<file path="src/rtl/tdc_pkt_pkg.sv">
`default_nettype none
// ============================================================================
// Module      : tdc_pkt_pkg
// Description : Shared constants for the 34-bit raw AMT packet. Field
//               positions are shared with the decoder debug wrapper.
//               Layout: type[33:30] id[29:26] chnum[25:21] edge[20] data[19:0]
// Revision    : 1.0 - initial release
// ============================================================================
package tdc_pkt_pkg;

    localparam int PKT_W     = 34;

    localparam int TYPE_MSB  = 33;
    localparam int TYPE_LSB  = 30;
    localparam int ID_MSB    = 29;
    localparam int ID_LSB    = 26;
    localparam int CHNUM_MSB = 25;
    localparam int CHNUM_LSB = 21;
    localparam int EDGE_BIT  = 20;
    localparam int DATA_MSB  = 19;
    localparam int DATA_LSB  = 0;

    localparam int TYPE_W    = TYPE_MSB - TYPE_LSB + 1;

    // Packets carrying this type are filler and never enter the arbiter.
    localparam logic [TYPE_W-1:0] IDLE_TYPE = 4'd0;

    typedef logic [PKT_W-1:0] pkt_t;

    function automatic logic [TYPE_W-1:0] pkt_type(input pkt_t p);
        return p[TYPE_MSB:TYPE_LSB];
    endfunction

endpackage

`default_nettype wire

</file>
<file path="src/rtl/tdc_pkt_hold.sv">
`default_nettype none
// ============================================================================
// Module      : tdc_pkt_hold
// Description : One-entry hold register for a single decoder lane, with the
//               capture/drop decision and a saturating drop counter.
// Ports       : clk, rst        - clock, asynchronous active-high reset
//               i_lane_en       - lane enable (gates capture)
//               i_pkt_valid     - new packet strobe
//               i_pkt, i_perr   - packet and its parity flag
//               grant_i         - hold entry is moved to the output this cycle
//               cnt_clr         - synchronous clear of the drop counter
//               pending_o       - hold entry is occupied
//               data_o, perr_o  - held packet and parity flag
//               drop_cnt_o      - saturating count of lost packets
// Revision    : 1.0 - initial release
// ============================================================================
module tdc_pkt_hold
    import tdc_pkt_pkg::*;
#(
    parameter int                CNT_W    = 16,
    parameter logic [TYPE_W-1:0] IDLE_VAL = IDLE_TYPE
) (
    input  logic             clk,
    input  logic             rst,
    input  logic             i_lane_en,
    input  logic             i_pkt_valid,
    input  pkt_t             i_pkt,
    input  logic             i_perr,
    input  logic             grant_i,
    input  logic             cnt_clr,
    output logic             pending_o,
    output pkt_t             data_o,
    output logic             perr_o,
    output logic [CNT_W-1:0] drop_cnt_o
);

    logic             r_pending;
    pkt_t             r_data;
    logic             r_perr;
    logic [CNT_W-1:0] r_drop_cnt;

    logic w_req;
    logic w_take;
    logic w_drop;
    logic w_sat;

    assign w_req  = i_pkt_valid & i_lane_en & (pkt_type(i_pkt) != IDLE_VAL);
    // A slot being granted this cycle is free for the incoming packet, so a
    // lane can sustain one packet per cycle without losses.
    assign w_take = w_req & (~r_pending | grant_i);
    assign w_drop = w_req & r_pending & ~grant_i;
    assign w_sat  = &r_drop_cnt;

    always_ff @(posedge clk or posedge rst) begin
        if (rst) begin
            r_pending  <= 1'b0;
            r_data     <= '0;
            r_perr     <= 1'b0;
            r_drop_cnt <= '0;
        end else begin
            if (w_take) begin
                r_data    <= i_pkt;
                r_perr    <= i_perr;
                r_pending <= 1'b1;
            end else if (grant_i) begin
                r_pending <= 1'b0;
            end

            // Clear has priority over a simultaneous drop.
            if (cnt_clr) begin
                r_drop_cnt <= '0;
            end else if (w_drop && !w_sat) begin
                r_drop_cnt <= r_drop_cnt + CNT_W'(1);
            end
        end
    end

    assign pending_o  = r_pending;
    assign data_o     = r_data;
    assign perr_o     = r_perr;
    assign drop_cnt_o = r_drop_cnt;

endmodule

`default_nettype wire

</file>
<file path="src/rtl/tdc_pkt_rr_arbiter.sv">
`default_nettype none
// ============================================================================
// Module      : tdc_pkt_rr_arbiter
// Description : Merges NCH decoder lanes into one valid/ready packet stream
//               using per-lane hold registers and a round-robin scheduler.
// Ports       : RX_FRAMECLK_I  - frame clock
//               user_rst       - asynchronous active-high reset
//               lane_en        - per-lane enable
//               pkt_valid      - per-lane new packet strobe
//               pkt_raw        - lane i packet at [i*PKT_W +: PKT_W]
//               pkt_parity_err - per-lane parity flag
//               cnt_clr        - clear all drop counters
//               out_valid/out_ready/out_data/out_lane/out_parity_err
//                              - registered output stream
//               drop_cnt       - lane i counter at [i*CNT_W +: CNT_W]
//               busy           - any packet pending or on the output
// Revision    : 1.0 - initial release
// ============================================================================
module tdc_pkt_rr_arbiter #(
    parameter int         NCH       = 5,
    parameter int         PKT_W     = tdc_pkt_pkg::PKT_W,
    parameter int         CNT_W     = 16,
    parameter logic [3:0] IDLE_TYPE = tdc_pkt_pkg::IDLE_TYPE,
    localparam int        LANE_W    = (NCH > 1) ? $clog2(NCH) : 1
) (
    input  logic                   RX_FRAMECLK_I,
    input  logic                   user_rst,
    input  logic [NCH-1:0]         lane_en,
    input  logic [NCH-1:0]         pkt_valid,
    input  logic [NCH*PKT_W-1:0]   pkt_raw,
    input  logic [NCH-1:0]         pkt_parity_err,
    input  logic                   cnt_clr,
    output logic                   out_valid,
    input  logic                   out_ready,
    output logic [PKT_W-1:0]       out_data,
    output logic [LANE_W-1:0]      out_lane,
    output logic                   out_parity_err,
    output logic [NCH*CNT_W-1:0]   drop_cnt,
    output logic                   busy
);

    logic [NCH-1:0]    w_pending;
    logic [NCH-1:0]    w_elig;
    logic [NCH-1:0]    w_grant;
    logic [PKT_W-1:0]  w_hold_data [NCH];
    logic [NCH-1:0]    w_hold_perr;

    logic              w_load;
    logic              w_found;
    logic [LANE_W-1:0] w_gnt_idx;
    int                w_pos;

    logic              r_out_valid;
    logic [PKT_W-1:0]  r_out_data;
    logic [LANE_W-1:0] r_out_lane;
    logic              r_out_perr;
    logic [LANE_W-1:0] r_rr_ptr;

    // ------------------------------------------------------------------
    // Per-lane hold registers
    // ------------------------------------------------------------------
    generate
        for (genvar gi = 0; gi < NCH; gi++) begin : g_lane
            assign w_grant[gi] = w_load & w_found & (w_gnt_idx == LANE_W'(gi));

            tdc_pkt_hold #(
                .CNT_W    (CNT_W),
                .IDLE_VAL (IDLE_TYPE)
            ) u_hold (
                .clk         (RX_FRAMECLK_I),
                .rst         (user_rst),
                .i_lane_en   (lane_en[gi]),
                .i_pkt_valid (pkt_valid[gi]),
                .i_pkt       (pkt_raw[gi*PKT_W +: PKT_W]),
                .i_perr      (pkt_parity_err[gi]),
                .grant_i     (w_grant[gi]),
                .cnt_clr     (cnt_clr),
                .pending_o   (w_pending[gi]),
                .data_o      (w_hold_data[gi]),
                .perr_o      (w_hold_perr[gi]),
                .drop_cnt_o  (drop_cnt[gi*CNT_W +: CNT_W])
            );
        end
    endgenerate

    // A held packet on a disabled lane stays pending but is invisible to
    // the scheduler until the lane is enabled again.
    assign w_elig = w_pending & lane_en;
    assign w_load = ~r_out_valid | out_ready;

    // ------------------------------------------------------------------
    // Rotate-priority search starting one past the last granted lane.
    // ------------------------------------------------------------------
    always_comb begin
        w_found   = 1'b0;
        w_gnt_idx = '0;
        w_pos     = 0;
        for (int k = 1; k <= NCH; k++) begin
            w_pos = int'(r_rr_ptr) + k;
            if (w_pos >= NCH) begin
                w_pos = w_pos - NCH;
            end
            if (!w_found && w_elig[w_pos[LANE_W-1:0]]) begin
                w_found   = 1'b1;
                w_gnt_idx = w_pos[LANE_W-1:0];
            end
        end
    end

    // ------------------------------------------------------------------
    // Output register; frozen while stalled so out_* stays stable.
    // ------------------------------------------------------------------
    always_ff @(posedge RX_FRAMECLK_I or posedge user_rst) begin
        if (user_rst) begin
            r_out_valid <= 1'b0;
            r_out_data  <= '0;
            r_out_lane  <= '0;
            r_out_perr  <= 1'b0;
            r_rr_ptr    <= LANE_W'(NCH - 1);
        end else if (w_load) begin
            r_out_valid <= w_found;
            if (w_found) begin
                r_out_data <= w_hold_data[w_gnt_idx];
                r_out_lane <= w_gnt_idx;
                r_out_perr <= w_hold_perr[w_gnt_idx];
                r_rr_ptr   <= w_gnt_idx;
            end
        end
    end

    assign out_valid      = r_out_valid;
    assign out_data       = r_out_data;
    assign out_lane       = r_out_lane;
    assign out_parity_err = r_out_perr;
    assign busy           = (|w_pending) | r_out_valid;

endmodule

`default_nettype wire

</file>
<file path="config.mk">
export PLATFORM = sky130hd
export DESIGN_NAME = tdc_pkt_rr_arbiter
export DESIGN_NICKNAME = d
export VERILOG_FILES = /design/src/rtl/tdc_pkt_pkg.sv /design/src/rtl/tdc_pkt_hold.sv /design/src/rtl/tdc_pkt_rr_arbiter.sv
export SDC_FILE = /design/constraint.sdc
export NUM_CORES = 1
export LEC_CHECK = 0
export CORE_UTILIZATION = 30
export DETAILED_ROUTE_END_ITERATION = 8
export SLEW_MARGIN = 20
export SYNTH_ARGS = -nofsm -noshare
export SYNTH_HDL_FRONTEND = slang
export SYNTH_SLANG_ARGS = --single-unit
</file>
<file path="constraint.sdc">
create_clock -name RX_FRAMECLK_I -period 29.7 [get_ports RX_FRAMECLK_I]
set_clock_uncertainty 0.15 [all_clocks]
set_input_delay 5.94 -clock RX_FRAMECLK_I [delete_from_list [all_inputs] [get_ports RX_FRAMECLK_I]]
set_output_delay 5.94 -clock RX_FRAMECLK_I [all_outputs]
set_load 0.05 [all_outputs]
</file>
; ---- Word level (Yosys, flattened, before mapping)
; Index checks and enable logic that the tools add are counted.
[totals]
reg_bits = 302
in_bits = 189
out_inout_bits = 120
elab_cells = 198
[op_classes]
n_addsub = 15
magnitude_cmp = 12
n_eq_ne = 4
n_mux = 50
bitwise = 51
reduce_logical = 41
[ops]
columns = cell, n
row1 = $mux 16, 10
row2 = $bmux 34 s3, 1
row3 = $add 16x1->16 const B, 5
row4 = $reduce_and 16->1, 5
row5 = $mux 34, 2
row6 = $and 1x1->1, 31
row7 = $mux 3, 10
row8 = $lt 3x4->1 const B, 6
row9 = $mux 1, 21
row10 = $ge 4x3->1 const B, 5
row11 = $reduce_bool 2->1, 10
row12 = $reduce_bool 4->1, 5
row13 = $bmux 1 s3, 6
row14 = $sub 3x3->3 const B, 5
row15 = $not 1->1, 11
row16 = $logic_and 1x1->1, 9
row17 = $logic_not 1->1, 9
row18 = $add 3x2->4 const B, 2
row19 = $add 3x3->4 const B, 2
row20 = $or 1x1->1, 7
row21 = $eq 3x2->1 const B, 2
row22 = $and 5x5->5, 1
row23 = $reduce_or 5->1, 1
row24 = $add 3x1->4 const B, 1
row25 = 6 further kinds, 6

; ---- Depth between registers and ports, before layout
; Gate-level depths: netlist of run 1.
[logic_depth]
depth_word = 25
ltp_mapped = 19
mapped_depth_nobuf = 14

; ---- Modules after synthesis
; A second synthesis of run 1 with hierarchy kept.
[hier_totals]
hier_cells = 1510
area_unflattened_um2 = 16097.9
[modules_own_cells]
columns = module, n_inst, cells_per_inst, area_per_inst_um2, seq_area_each_um2
row1 = tdc_pkt_hold, 5, 181, 2284.7, 1301.2
row2 = tdc_pkt_rr_arbiter, 1, 605, 4674.5, 1002.2

; ---- Worst setup path after synthesis of run 1
; OpenSTA, ideal clock, no wires.
[synth_timing]
path_type = input port to flip-flop
from = input lane_en[4]
to = register g_lane[0].u_hold.r_data[0]
setup_ns = 0.125
t_arrival_ns = 8.753
required_time_ns = 29.425
setup_slack_ns = 20.672
stages = 14
path_buffers = 4
cell_sequence = nand2_1 -> or3_1 -> nor3_1 -> a311oi_2 -> and3_4 -> a31o_1 -> clkbuf_1 -> or3_1 -> buf_2 -> or3_1 -> a21o_1 -> buf_6 -> buf_6 -> mux2_4
[synth_between]
elab_chain_len = 20
elab_cells_between_ends = 34
classes_between = 20 x mux / 5 x bitwise / 9 x reduce/logical
[synth_lines]
columns = element, line_no
row1 = from (decl), tdc_pkt_rr_arbiter.sv:28  ; input logic [NCH-1:0] lane_en,
row2 = $and 5x5->5 (*), tdc_pkt_rr_arbiter.sv:88  ; assign w_elig = w_pending & lane_en;
row3 = $bmux 1 s3, tdc_pkt_rr_arbiter.sv:103  ; if (!w_found && w_elig[w_pos[LANE_W-1:0]]) begin
row4 = $mux 1 (implied by the code), tdc_pkt_rr_arbiter.sv:103
row5 = $mux 1, tdc_pkt_rr_arbiter.sv:103
row6 = $logic_not 1->1, tdc_pkt_rr_arbiter.sv:103
row7 = $logic_and 1x1->1, tdc_pkt_rr_arbiter.sv:103
row8 = $mux 1, tdc_pkt_rr_arbiter.sv:103
row9 = $logic_not 1->1, tdc_pkt_rr_arbiter.sv:103
row10 = [4 not listed], n/a
row11 = $mux 1, tdc_pkt_rr_arbiter.sv:103
row12 = $logic_not 1->1, tdc_pkt_rr_arbiter.sv:103
row13 = $logic_and 1x1->1, tdc_pkt_rr_arbiter.sv:103
row14 = $mux 3 or $mux 1 (tied branches), tdc_pkt_rr_arbiter.sv:103
row15 = $logic_not 3->1 or $and 1x1->1 (tied branches), tdc_pkt_rr_arbiter.sv:64  ; assign w_grant[gi] = w_load & w_found & (w_gnt_idx == LANE_W'(gi));
row16 = $and 1x1->1 (*), tdc_pkt_rr_arbiter.sv:64
row17 = $or 1x1->1 (*), tdc_pkt_hold.sv:50  ; assign w_take = w_req & (~r_pending | grant_i);
row18 = $and 1x1->1 (*), tdc_pkt_hold.sv:50
row19 = to (signal assigned), tdc_pkt_hold.sv:62  ; r_data <= i_pkt;
row20 = to (decl), tdc_pkt_hold.sv:38  ; pkt_t r_data;
; Mark *: on every way between the ends. The rest lies on a longest branch, timed or not. The select of a mux whose other input is x is not followed.
; A chain may end at the register's enable or synchronous reset.

; ---- Final worst setup path of run 1
[layout_timing]
from = input lane_en[3]
to = register g_lane[2].u_hold.r_data[1]
[layout_between]
elab_chain_len = 20
elab_cells_between_ends = 34
classes_between = 1 x eq/ne / 20 x mux / 5 x bitwise / 8 x reduce/logical
[layout_lines]
columns = element, line_no
row1 = $and 5x5->5 (*), tdc_pkt_rr_arbiter.sv:88
row2 = $bmux 1 s3, tdc_pkt_rr_arbiter.sv:103
row3 = $mux 1 (implied by the code), tdc_pkt_rr_arbiter.sv:103
row4 = $mux 1, tdc_pkt_rr_arbiter.sv:103
row5 = $logic_not 1->1, tdc_pkt_rr_arbiter.sv:103
row6 = $logic_and 1x1->1, tdc_pkt_rr_arbiter.sv:103
row7 = $mux 1, tdc_pkt_rr_arbiter.sv:103
row8 = $logic_not 1->1, tdc_pkt_rr_arbiter.sv:103
row9 = [4 not listed], n/a
row10 = $mux 1, tdc_pkt_rr_arbiter.sv:103
row11 = $logic_not 1->1, tdc_pkt_rr_arbiter.sv:103
row12 = $logic_and 1x1->1, tdc_pkt_rr_arbiter.sv:103
row13 = $mux 3 or $mux 1 (tied branches), tdc_pkt_rr_arbiter.sv:103
row14 = $eq 3x2->1 or $and 1x1->1 (tied branches), tdc_pkt_rr_arbiter.sv:64
row15 = $and 1x1->1 (*), tdc_pkt_rr_arbiter.sv:64
row16 = $or 1x1->1 (*), tdc_pkt_hold.sv:50
row17 = $and 1x1->1 (*), tdc_pkt_hold.sv:50
row18 = to (signal assigned), tdc_pkt_hold.sv:62
row19 = to (decl), tdc_pkt_hold.sv:38
; Marked as above.

==> key figures, run 1 <==
Routing
  – Via/cell ratio: 5.128
  – Drt first pass iters: 5
  – Initial DRC count: 775
  – Aggregate routed wire length: 48.06 mm
  – Final ANT Viol Nets: 0
  – Wire per inst: 20.55 um
  – Via count: 11990
  – # DRC: 0

Clock tree
  – Clock buffer depth: 3
  – Root Buffer: clkbuf_16
  – Clk Latency, worst-skew pair: 550 ps
  – CTS sink count: 300
  – CTS clk-pin slew, worst paths: 60 ps
  – H-tree Lvls: 2
  – Resize count post-CTS: 0
  – CTS buffer count: 37
  – CTS tree: built
  – Hold buffer count at CTS: 0
  – Setup bufs post-CTS: 0

Worst setup path
  – CP Data Arrival Time: 10780 ps
  – Critical path launch point type: primary input
  – R2R Path Start: out_lane[0]
  – Worst Path Required: 29960 ps
  – Nature of the critical path endpoint: register
  – CP Buf/Inv Count: 2
  – Reg2reg end: g_lane[2].u_hold.data_o[1]
  – CP top delay family: simple AND/OR/NAND/NOR gates
  – R2R depth: 13
  – Worst-path fanout max: 35
  – Crit-path cells: clkdlybuf4s50_1 > nand2_1 > nor3_1 > o311a_1 > a311oi_2 > nand3_1 > a211oi_1 > or2_2 > buf_4 > o21ai_0 > nand2b_2 > mux2_2
  – Slowest stage cell, crit path: nand2b_2
  – CP peak stage delay: 800 ps
  – CP Class: primary input to register
  – R2r setup slk: 23150 ps

Timing
  – Relative slew slack: 0.2734
  – Crit share post-route: 0.3541
  – Final min period: 10520 ps
  – Setup-failing EPs final: 0
  – Final Hold Viols: 0
  – Fin. max-slew vios: 0
  – Setup_tns: 0 ps
  – Slew of the pin with the lowest slew margin: 1090 ps
  – Hold WS: 354.0 ps
  – Fmax: 95.09 MHz
  – RSZ-0062 raised after global routing: false

Yosys
  – Largest cells by area after synthesis: dfrtp_1, mux2_2, nand2_1
  – Register bit total from synthesis: 300
  – Mapped Cells: 1363
  – EDFF count, synth: 0
  – Post-synth top area cell: dfrtp_1
  – Synth Cell Area: 15070 sq um
  – Main synth FF type: dfrtp_1
  – Syn Area/Cell: 11.06 sq um
  – Yosys top cell area share: 0.4964
  – Syn_nets: 1567
  – Post-synthesis sequential area ratio: 0.4982
  – Distinct cells, synth: 77
  – Ys Warns: 0
  – Async set-reset flop share out of synthesis: 1.000

Placed design
  – Final weighted congestion in routability-driven placement: 0.8597
  – Placed cells: 2270
  – Port-buffer cells: 308
  – Post-DP HPWL: 33.51 mm

Global route
  – Met3 global-route usage: 0.06440
  – Global route overflow: 0
  – Total GRT Usage: 0.1874
  – GR Layer Usage met2: 0.3047
  – First-pass GRT wire length: 73.06 mm
  – Antenna violations before repair: 14
  – Vias in the first global route: 12140
  – Top Usage Layer GRT: met2
  – Largest net degree at the start of global routing: 95
  – M1 GR Usage: 0.2326

Layout
  – Non-Filler Instances: 2339
  – Area growth syn-to-layout: 33.10%
  – Nets: 1849
  – Filler instances: 4809
  – Share of post-route cells with drive strength above 1: 0.1747

Power
  – VDD IR max: 0.1208 mV
  – Pint: 1.494 mW
  – Clock power share: 0.170
  – Switch Pwr: 1.260 mW
  – Gate power share: 0.586
  – Tot Pwr: 2.753 mW
  – Sw frac: 0.4575
  – Pwr/cell area: 137.3 nW/um^2
  – Register share of total power: 0.244
  – Leak pwr: 8.406 nW

Worst hold path
  – Hold Path Depth: 1
  – Hold Path Sink: g_lane[3].u_hold.data_o[20]
  – Hold WC Path Type: register to register
  – HP Start: g_lane[3].u_hold.data_o[20]

Die
  – Starting density of the core: 0.3060
  – DIE WIDTH: 226.1 um
  – Top Ports: 309
  – Core Area: 49250 sq um
  – Rows: 81
  – Die Ht: 226.1 um
  – Die area: 51140 sq um

Status
  – Status: complete, no violations

Job
  – Maxcap violations: 0
## final cells by class
cell class | count | area, sq um | area share
multi-input combinational | 965 | 7162 | 0.3570
timing repair buffer | 324 | 3218 | 0.1604
clock inverter | 11 | 150.1 | 0.007485
inverter | 17 | 71.32 | 0.003555
tap | 664 | 830.8 | 0.04141
sequential | 300 | 7508 | 0.3743
antenna | 4 | 10.01 | 0.0004990
clock buffer | 54 | 1110 | 0.05532
## stage by stage
stage | util | cell area [sq um] | worst slack [ps]
6_report | 0.4073 | 20060 | 19180
3_3_place_gp | 0.3807 | 18750 | 18630
5_1_grt | 0.4071 | 20050 | 18880
3_5_place_dp | 0.3813 | 18780 | 18580
4_1_cts | 0.4069 | 20040 | 19170
2_1_floorplan | - | 15070 | 15320
## power by group through the flow
| stage | clock network (mW) | logic, mW | registers [mW] |
|---|---|---|---|
| after global placement | 0 | 1.59 | 0.674 |
| after detailed placement | 0 | 1.64 | 0.678 |
| after global routing | 0.497 | 1.75 | 0.691 |
| after floorplan | 0 | 1.09 | 0.723 |
| final | 0.468 | 1.61 | 0.671 |
| after CTS | 0.481 | 1.64 | 0.673 |
## how the worst max path moves through the flow
stage,start,endpoint,cells past startpoint
finish,lane_en[3],g_lane[2].u_hold.data_o[1],12
global route,lane_en[3],g_lane[2].u_hold.data_o[2],12
CTS,lane_en[3],g_lane[2].u_hold.data_o[1],12
detailed placement,lane_en[3],g_lane[2].u_hold.data_o[4],12
global placement,lane_en[3],g_lane[2].u_hold.data_o[15],12
floorplan,user_rst,g_lane[0].u_hold.data_o[0],1
## layout by cell type (no fill, tap or decap), types with 12 or more instances in the layout
cell type / n
or4_1: 27
clkbuf_16: 37
xor2_1: 12
mux2_2: 155
o31ai_1: 22
dfrtp_1: 299
o21ai_0: 39
mux2i_1: 44
a21oi_1: 85
nand2_1: 164
nor3_1: 17
clkbuf_8: 12
a221o_1: 35
xnor2_1: 16
clkdlybuf4s50_1: 307
ha_1: 14
buf_4: 15
or3_1: 23
inv_1: 15
and3_1: 23
nand3_1: 31
mux2_4: 30
o2bb2ai_1: 36
nor2_1: 55
nor2b_1: 15
## cells by family after synthesis
logic type | after synthesis | synth area share
and+or+nand+nor | 414 | 0.1360
AOI/OAI and AO/OA | 277 | 0.1298
buffers and inverters | 98 | 0.02997
muxes | 230 | 0.1758
adders and majority gates | 15 | 0.01295
xor gates and xnor gates | 29 | 0.01735
DFF | 300 | 0.4982
## state kept, by name, summed over array words and instances, names as in the netlist
signal                    cells
out_valid                     1
r_rr_ptr                      1
out_lane                      3
out_parity_err                1
g_lane.u_hold.drop_cnt_o     80
g_lane.u_hold.perr_o          5
out_data                     34
g_lane.u_hold.data_o        170
g_lane.u_hold.pending_o       5
## per-layer routing
metal / vias up / wire, um
met1: 5952 / 20450
met2: 361 / 22260
met4: 22 / 1221
met5: - / 136
li1: 5572 / -
met3: 87 / 3987
## synth_stat cells, types with 3 or more instances
master     number
dfrtp_1       299
nand2_1       165
mux2_2        155
a21oi_1        85
nor2_1         57
mux2i_1        44
clkbuf_1       43
o21ai_0        40
o2bb2ai_1      36
a221o_1        35
nand3_1        31
mux2_4         30
buf_2          28
or4_1          27
and3_1         23
or3_1          23
o31ai_1        22
nor3_1         17
inv_1          16
xnor2_1        16
nor2b_1        15
ha_1           14
xor2_1         12
nor4_1         10
nand2b_1        9
nand4_1         9
o211ai_1        7
a31oi_1         6
and2_1          6
a21o_1          5
buf_6           5
a211oi_1        3
and4_1          3
buf_4           3
o21bai_1        3
or2_2           3
No activity file was read; power rests on OpenSTA's default activity.
==> run 2, diff against run 1 <==
Clock period 29.7 ns to 10.88 ns, I/O delays scaled along.
==> key figures, run 2 (synthesis gave the netlist of run 1 again) <==
Layout
  – Area growth syn-to-layout: 33.28%
  – Final Cell Area: 20090 sq um
  – Filler instances: 4768
  – Largest register FFs: 170
  – Nets: 1850
  – Most frequent cells in the layout: clkdlybuf4s50_1, dfrtp_1, nand2_1
  – FF/Latch Area: 7508 sq um
  – Area of the multi-input gates: 7162 sq um
  – Most common library cell in the layout ignoring fill and taps: clkdlybuf4s50_1
  – Share of post-route cells with drive strength above 1: 0.1769

Timing
  – Slew of the pin with the lowest slew margin: 1030 ps
  – Final min period: 6459 ps
  – Fmax: 154.8 MHz
  – Final Hold Viols: 0
  – Fin. max-slew vios: 0
  – Hold WS: 351.9 ps
  – Setup_tns: 0 ps
  – Setup-failing EPs final: 0
  – Crit share post-route: 0.5936
  – RSZ-0062 raised after global routing: false
  – Relative slew slack: 0.3131

Routing
  – Initial DRC count: 723
  – Drt first pass iters: 5
  – # DRC: 0
  – Via/cell ratio: 5.115
  – Final ANT Viol Nets: 0
  – Aggregate routed wire length: 48.15 mm
  – Wire per inst: 20.59 um
  – Via count: 11970

Placed design
  – Post-DP HPWL: 33.66 mm
  – Placed instance area: 18770 sq um
  – Final weighted congestion in routability-driven placement: 0.8975
  – Port-buffer cells: 308

Die
  – Rows: 81
  – Die Ht: 226.1 um
  – Starting density of the core: 0.3060
  – Core Area: 49250 sq um
  – Die area: 51140 sq um
  – Top Ports: 309
  – DIE WIDTH: 226.1 um

Global route
  – Largest net degree at the start of global routing: 99
  – Antenna violations before repair: 9
  – Vias in the first global route: 12150
  – First-pass GRT wire length: 73.75 mm
  – Global route overflow: 0
  – Total GRT Usage: 0.1900

Worst setup path
  – CP Class: primary input to register
  – CP Buf/Inv Count: 2
  – R2r setup slk: 4710 ps
  – Nature of the critical path endpoint: register
  – Critical path launch point type: primary input
  – CP top delay family: simple AND/OR/NAND/NOR gates
  – Worst Path Required: 11150 ps
  – Slowest stage cell, crit path: nand2b_2
  – CP Data Arrival Time: 6730 ps
  – Crit-path cells: clkdlybuf4s50_1 > nand2_1 > nor3_1 > o311a_1 > a311oi_2 > nand3_1 > a211oi_1 > or2_2 > buf_4 > o21ai_0 > nand2b_2 > mux2_2
  – CP peak stage delay: 730 ps
  – Worst-path fanout max: 52

Clock tree
  – CTS buffer count: 37
  – CTS sink count: 300
  – Resize count post-CTS: 0
  – Hold buffer count at CTS: 0
  – CTS clk-pin slew, worst paths: 50 ps
  – Clk Latency, worst-skew pair: 550 ps
  – Root Buffer: clkbuf_16
  – Setup bufs post-CTS: 0
  – H-tree Lvls: 2
  – CTS tree: built
  – Clock buffer depth: 3

Power
  – VDD IR max: 0.5160 mV
  – Tot Pwr: 7.494 mW
  – Pwr/cell area: 373.1 nW/um^2
  – Leak pwr: 8.428 nW

Job
  – Maxcap violations: 0

Status
  – Status: complete, no violations

Worst hold path
  – Hold WC Path Type: register to register
[run 2: cell types whose count changed in the layout (fill, tap and decap cells not counted), moves of 2 or more]
cell       previous run  this run
clkbuf_8             12         6
clkinv_2              2         7
bufinv_16             3         5
clkbuf_1              5         3
clkinv_4              1         3
clkinv_8              0         2
diode_2               4         2
[run 2: routing by layer]
metal	track usage	vias to the layer above	part of all wire	wire length, um
li1	-	5557	-	-
met2	0.3128	364	0.47	22760
met4	0.05820	16	0.025	1198
met1	0.2357	5946	0.42	20170
met3	0.06141	82	0.082	3932
met5	0	-	0.0020	96
[run 2: worst paths after layout]
path | start | end | cells past startpoint
worst min-delay path | g_lane[1].u_hold.data_o[33] | g_lane[1].u_hold.data_o[33] | 1
worst max register to register | out_lane[0] | g_lane[2].u_hold.data_o[23] | 13
max in group asynchronous | user_rst | g_lane[1].u_hold.data_o[27] | 3
min in group asynchronous | user_rst | g_lane[3].u_hold.data_o[2] | 2
worst min register to register | g_lane[1].u_hold.data_o[33] | g_lane[1].u_hold.data_o[33] | 1
worst max-delay path | lane_en[3] | g_lane[2].u_hold.data_o[23] | 12
[run 2: worst register-to-register path, cell delays in order (launching register included)]
cell and delay (ps):
dfrtp_1 830, inv_2 270, ha_1 700, inv_1 210, mux2i_1 380, nor3_1 150, a311oi_2 370, nand3_1 260
a211oi_1 520, or2_2 200, buf_4 510, o21ai_0 280, nand2b_2 730, mux2_2 480
[run 2: metrics by stage]
stage | utilization | setup slack (ps) | cells
floorplan | - | 266.4 | 1363
global placement | 0.3807 | 3880 | 2269
detailed placement | 0.3811 | 3792 | 2270
CTS | 0.4073 | 4396 | 2336
global route | 0.4077 | 4167 | 2337
finish | 0.4078 | 4421 | 2339
[run 2: power by group]
| group | leakage [nW] | internal [mW] | total (mW) | switching (mW) |
|---|---|---|---|---|
| Clock | 0.636 | 0.791 | 1.31 | 0.515 |
| Combinational | 4.04 | 1.72 | 4.36 | 2.63 |
| Sequential | 3.76 | 1.57 | 1.83 | 0.267 |
[run 2: layout make-up]
cell class / instances / area share
diodes: 2 / 0.0002491
inverters: 17 / 0.003550
well taps: 664 / 0.04136
repair buffers: 325 / 0.1604
clock inverters: 20 / 0.01339
flip-flops and latches: 300 / 0.3738
multi-input cells: 965 / 0.3565
clock buffers: 46 / 0.05076
==> run 3, diff against run 2 <==
Clock period 10.88 ns to 5.8 ns, I/O delays scaled along.
==> key figures, run 3 (synthesis gave the netlist of run 1 again) <==
Timing
  – Relative slew slack: 0.5208
  – Hold WS: 351.6 ps
  – Fin. max-slew vios: 0
  – RSZ-0062 raised after global routing: false
  – Crit share post-route: 0.8748
  – Final Hold Viols: 0
  – Setup-failing EPs final: 0
  – Final min period: 5074 ps
  – Setup_tns: 0 ps
  – Slew of the pin with the lowest slew margin: 718.8 ps
  – Fmax: 197.1 MHz

Power
  – Leak pwr: 8.447 nW
  – Tot Pwr: 14.14 mW
  – Switch Pwr: 6.440 mW
  – Gate power share: 0.595
  – Pint: 7.702 mW
  – Sw frac: 0.4554
  – Clock power share: 0.163
  – Register share of total power: 0.242
  – VDD IR max: 0.9303 mV
  – Pwr/cell area: 702.0 nW/um^2

Worst setup path
  – Nature of the critical path endpoint: register
  – Critical path launch point type: register
  – Worst-path fanout max: 26
  – Worst path most repeated cell: buf_4
  – R2r setup slk: 730 ps
  – CP Data Arrival Time: 5330 ps
  – Slowest stage cell, crit path: dfstp_2
  – CP Class: register to register
  – Worst Path Required: 6060 ps
  – CP peak stage delay: 750 ps
  – Crit-path cells: inv_1 > ha_1 > a21oi_4 > mux2i_1 > nor3_1 > a311oi_2 > nand3_1 > nor4_1 > buf_4 > or3_1 > o21ai_0 > nand2b_2 > buf_4 > mux2_2

Routing
  – Drt first pass iters: 5
  – # DRC: 0
  – Wire per inst: 20.55 um
  – Via/cell ratio: 5.148
  – Via count: 12110
  – Aggregate routed wire length: 48.36 mm
  – Initial DRC count: 890
  – Final ANT Viol Nets: 0

Die
  – Starting density of the core: 0.3060
  – DIE WIDTH: 226.1 um
  – Rows: 81
  – Top Ports: 309
  – Die area: 51140 sq um
  – Core Area: 49250 sq um
  – Die Ht: 226.1 um

Placed design
  – Post-DP HPWL: 33.98 mm
  – Placed cells: 2284
  – Port-buffer cells: 308
  – Final weighted congestion in routability-driven placement: 0.9465
  – Placed instance area: 18920 sq um

Worst hold path
  – Hold WC Path Type: register to register

Clock tree
  – H-tree Lvls: 2
  – Root Buffer: clkbuf_16
  – CTS tree: built
  – CTS sink count: 300
  – CTS buffer count: 37
  – Clk Latency, worst-skew pair: 530 ps
  – Clock buffer depth: 3
  – Resize count post-CTS: 0
  – CTS clk-pin slew, worst paths: 50 ps
  – Hold buffer count at CTS: 0
  – Setup bufs post-CTS: 0

Global route
  – Global route overflow: 0
  – Largest net degree at the start of global routing: 128
  – Vias in the first global route: 12300
  – Total GRT Usage: 0.1898
  – Antenna violations before repair: 7
  – First-pass GRT wire length: 74.01 mm

Layout
  – Final Cell Area: 20140 sq um
  – Share of post-route cells with drive strength above 1: 0.1796
  – Area growth syn-to-layout: 33.65%
  – Most frequent cells in the layout: clkdlybuf4s50_1, dfrtp_1, nand2_1
  – Nets: 1863
  – Largest register FFs: 170
  – Most common library cell in the layout ignoring fill and taps: clkdlybuf4s50_1
  – Non-Filler Instances: 2353

Job
  – Maxcap violations: 0

Status
  – Status: complete, no violations
## run 3: cell count changes in the layout (fill, tap and decap cells not counted), sizes merged
| cell | delta |
|---|---|
| buf | +14 |
| clkbuf | +10 |
| clkinv | -7 |
| bufinv | -3 |
| clkinvlp | +1 |
| inv | -1 |
## run 3: final timing paths
kind | start | end | cells after the start
min | g_lane[1].u_hold.data_o[33] | g_lane[1].u_hold.data_o[33] | 1
max in group asynchronous | user_rst | g_lane[3].u_hold.data_o[28] | 3
min in group asynchronous | user_rst | out_data[0] | 2
max | r_rr_ptr[2] | g_lane[1].u_hold.data_o[17] | 14
max reg2reg | r_rr_ptr[2] | g_lane[1].u_hold.data_o[17] | 14
min reg2reg | g_lane[1].u_hold.data_o[33] | g_lane[1].u_hold.data_o[33] | 1
## run 3: area by class of cell
class                      instances  area [sq um]
fill                            4779         29110
tap                              664         830.8
clock buffer                      57          1101
inverter                          17         67.56
antenna                            2         5.005
multi-input combinational        965          7152
clock inverter                    10         113.9
timing repair buffer             338          3366
sequential                       300          7508
## run 3: per-layer routing
| layer | track usage | vias to the layer above | wire [um] | part of all wire |
|---|---|---|---|---|
| li1 | - | 5611 | - | - |
| met1 | 0.2400 | 6050 | 20510 | 0.42 |
| met2 | 0.3164 | 372 | 22980 | 0.48 |
| met3 | 0.05985 | 67 | 3984 | 0.082 |
| met4 | 0.03880 | 14 | 792 | 0.016 |
| met5 | 0 | - | 86 | 0.0018 |
## run 3: worst max-delay path, delay by kind of cell (launching register included)
family                   cells  cell delay (ps)
AO/OA/AOI/OAI                3              860
adder cells (fa/ha/maj)      1              390
buffers and inverters        3              790
flip-flops                   1              750
multiplexers                 2              820
AND/OR/NAND/NOR              5             1190
## run 3: stage by stage
| step | util | setup WS [ps] |
|---|---|---|
| floorplan | - | 503.8 |
| global placement | 0.3842 | 580.0 |
| detailed placement | 0.3842 | 534.6 |
| CTS | 0.4089 | 712.1 |
| global route | 0.4089 | 303.5 |
| finish | 0.4090 | 726.0 |
## run 3: power groups by stage
stage | logic [mW] | clock network [mW] | registers (mW)
floorplan | 5.56 | 0 | 3.70
global placement | 8.36 | 0 | 3.43
detailed placement | 8.52 | 0 | 3.45
CTS | 8.53 | 2.38 | 3.43
global route | 9.16 | 2.47 | 3.53
finish | 8.41 | 2.31 | 3.42
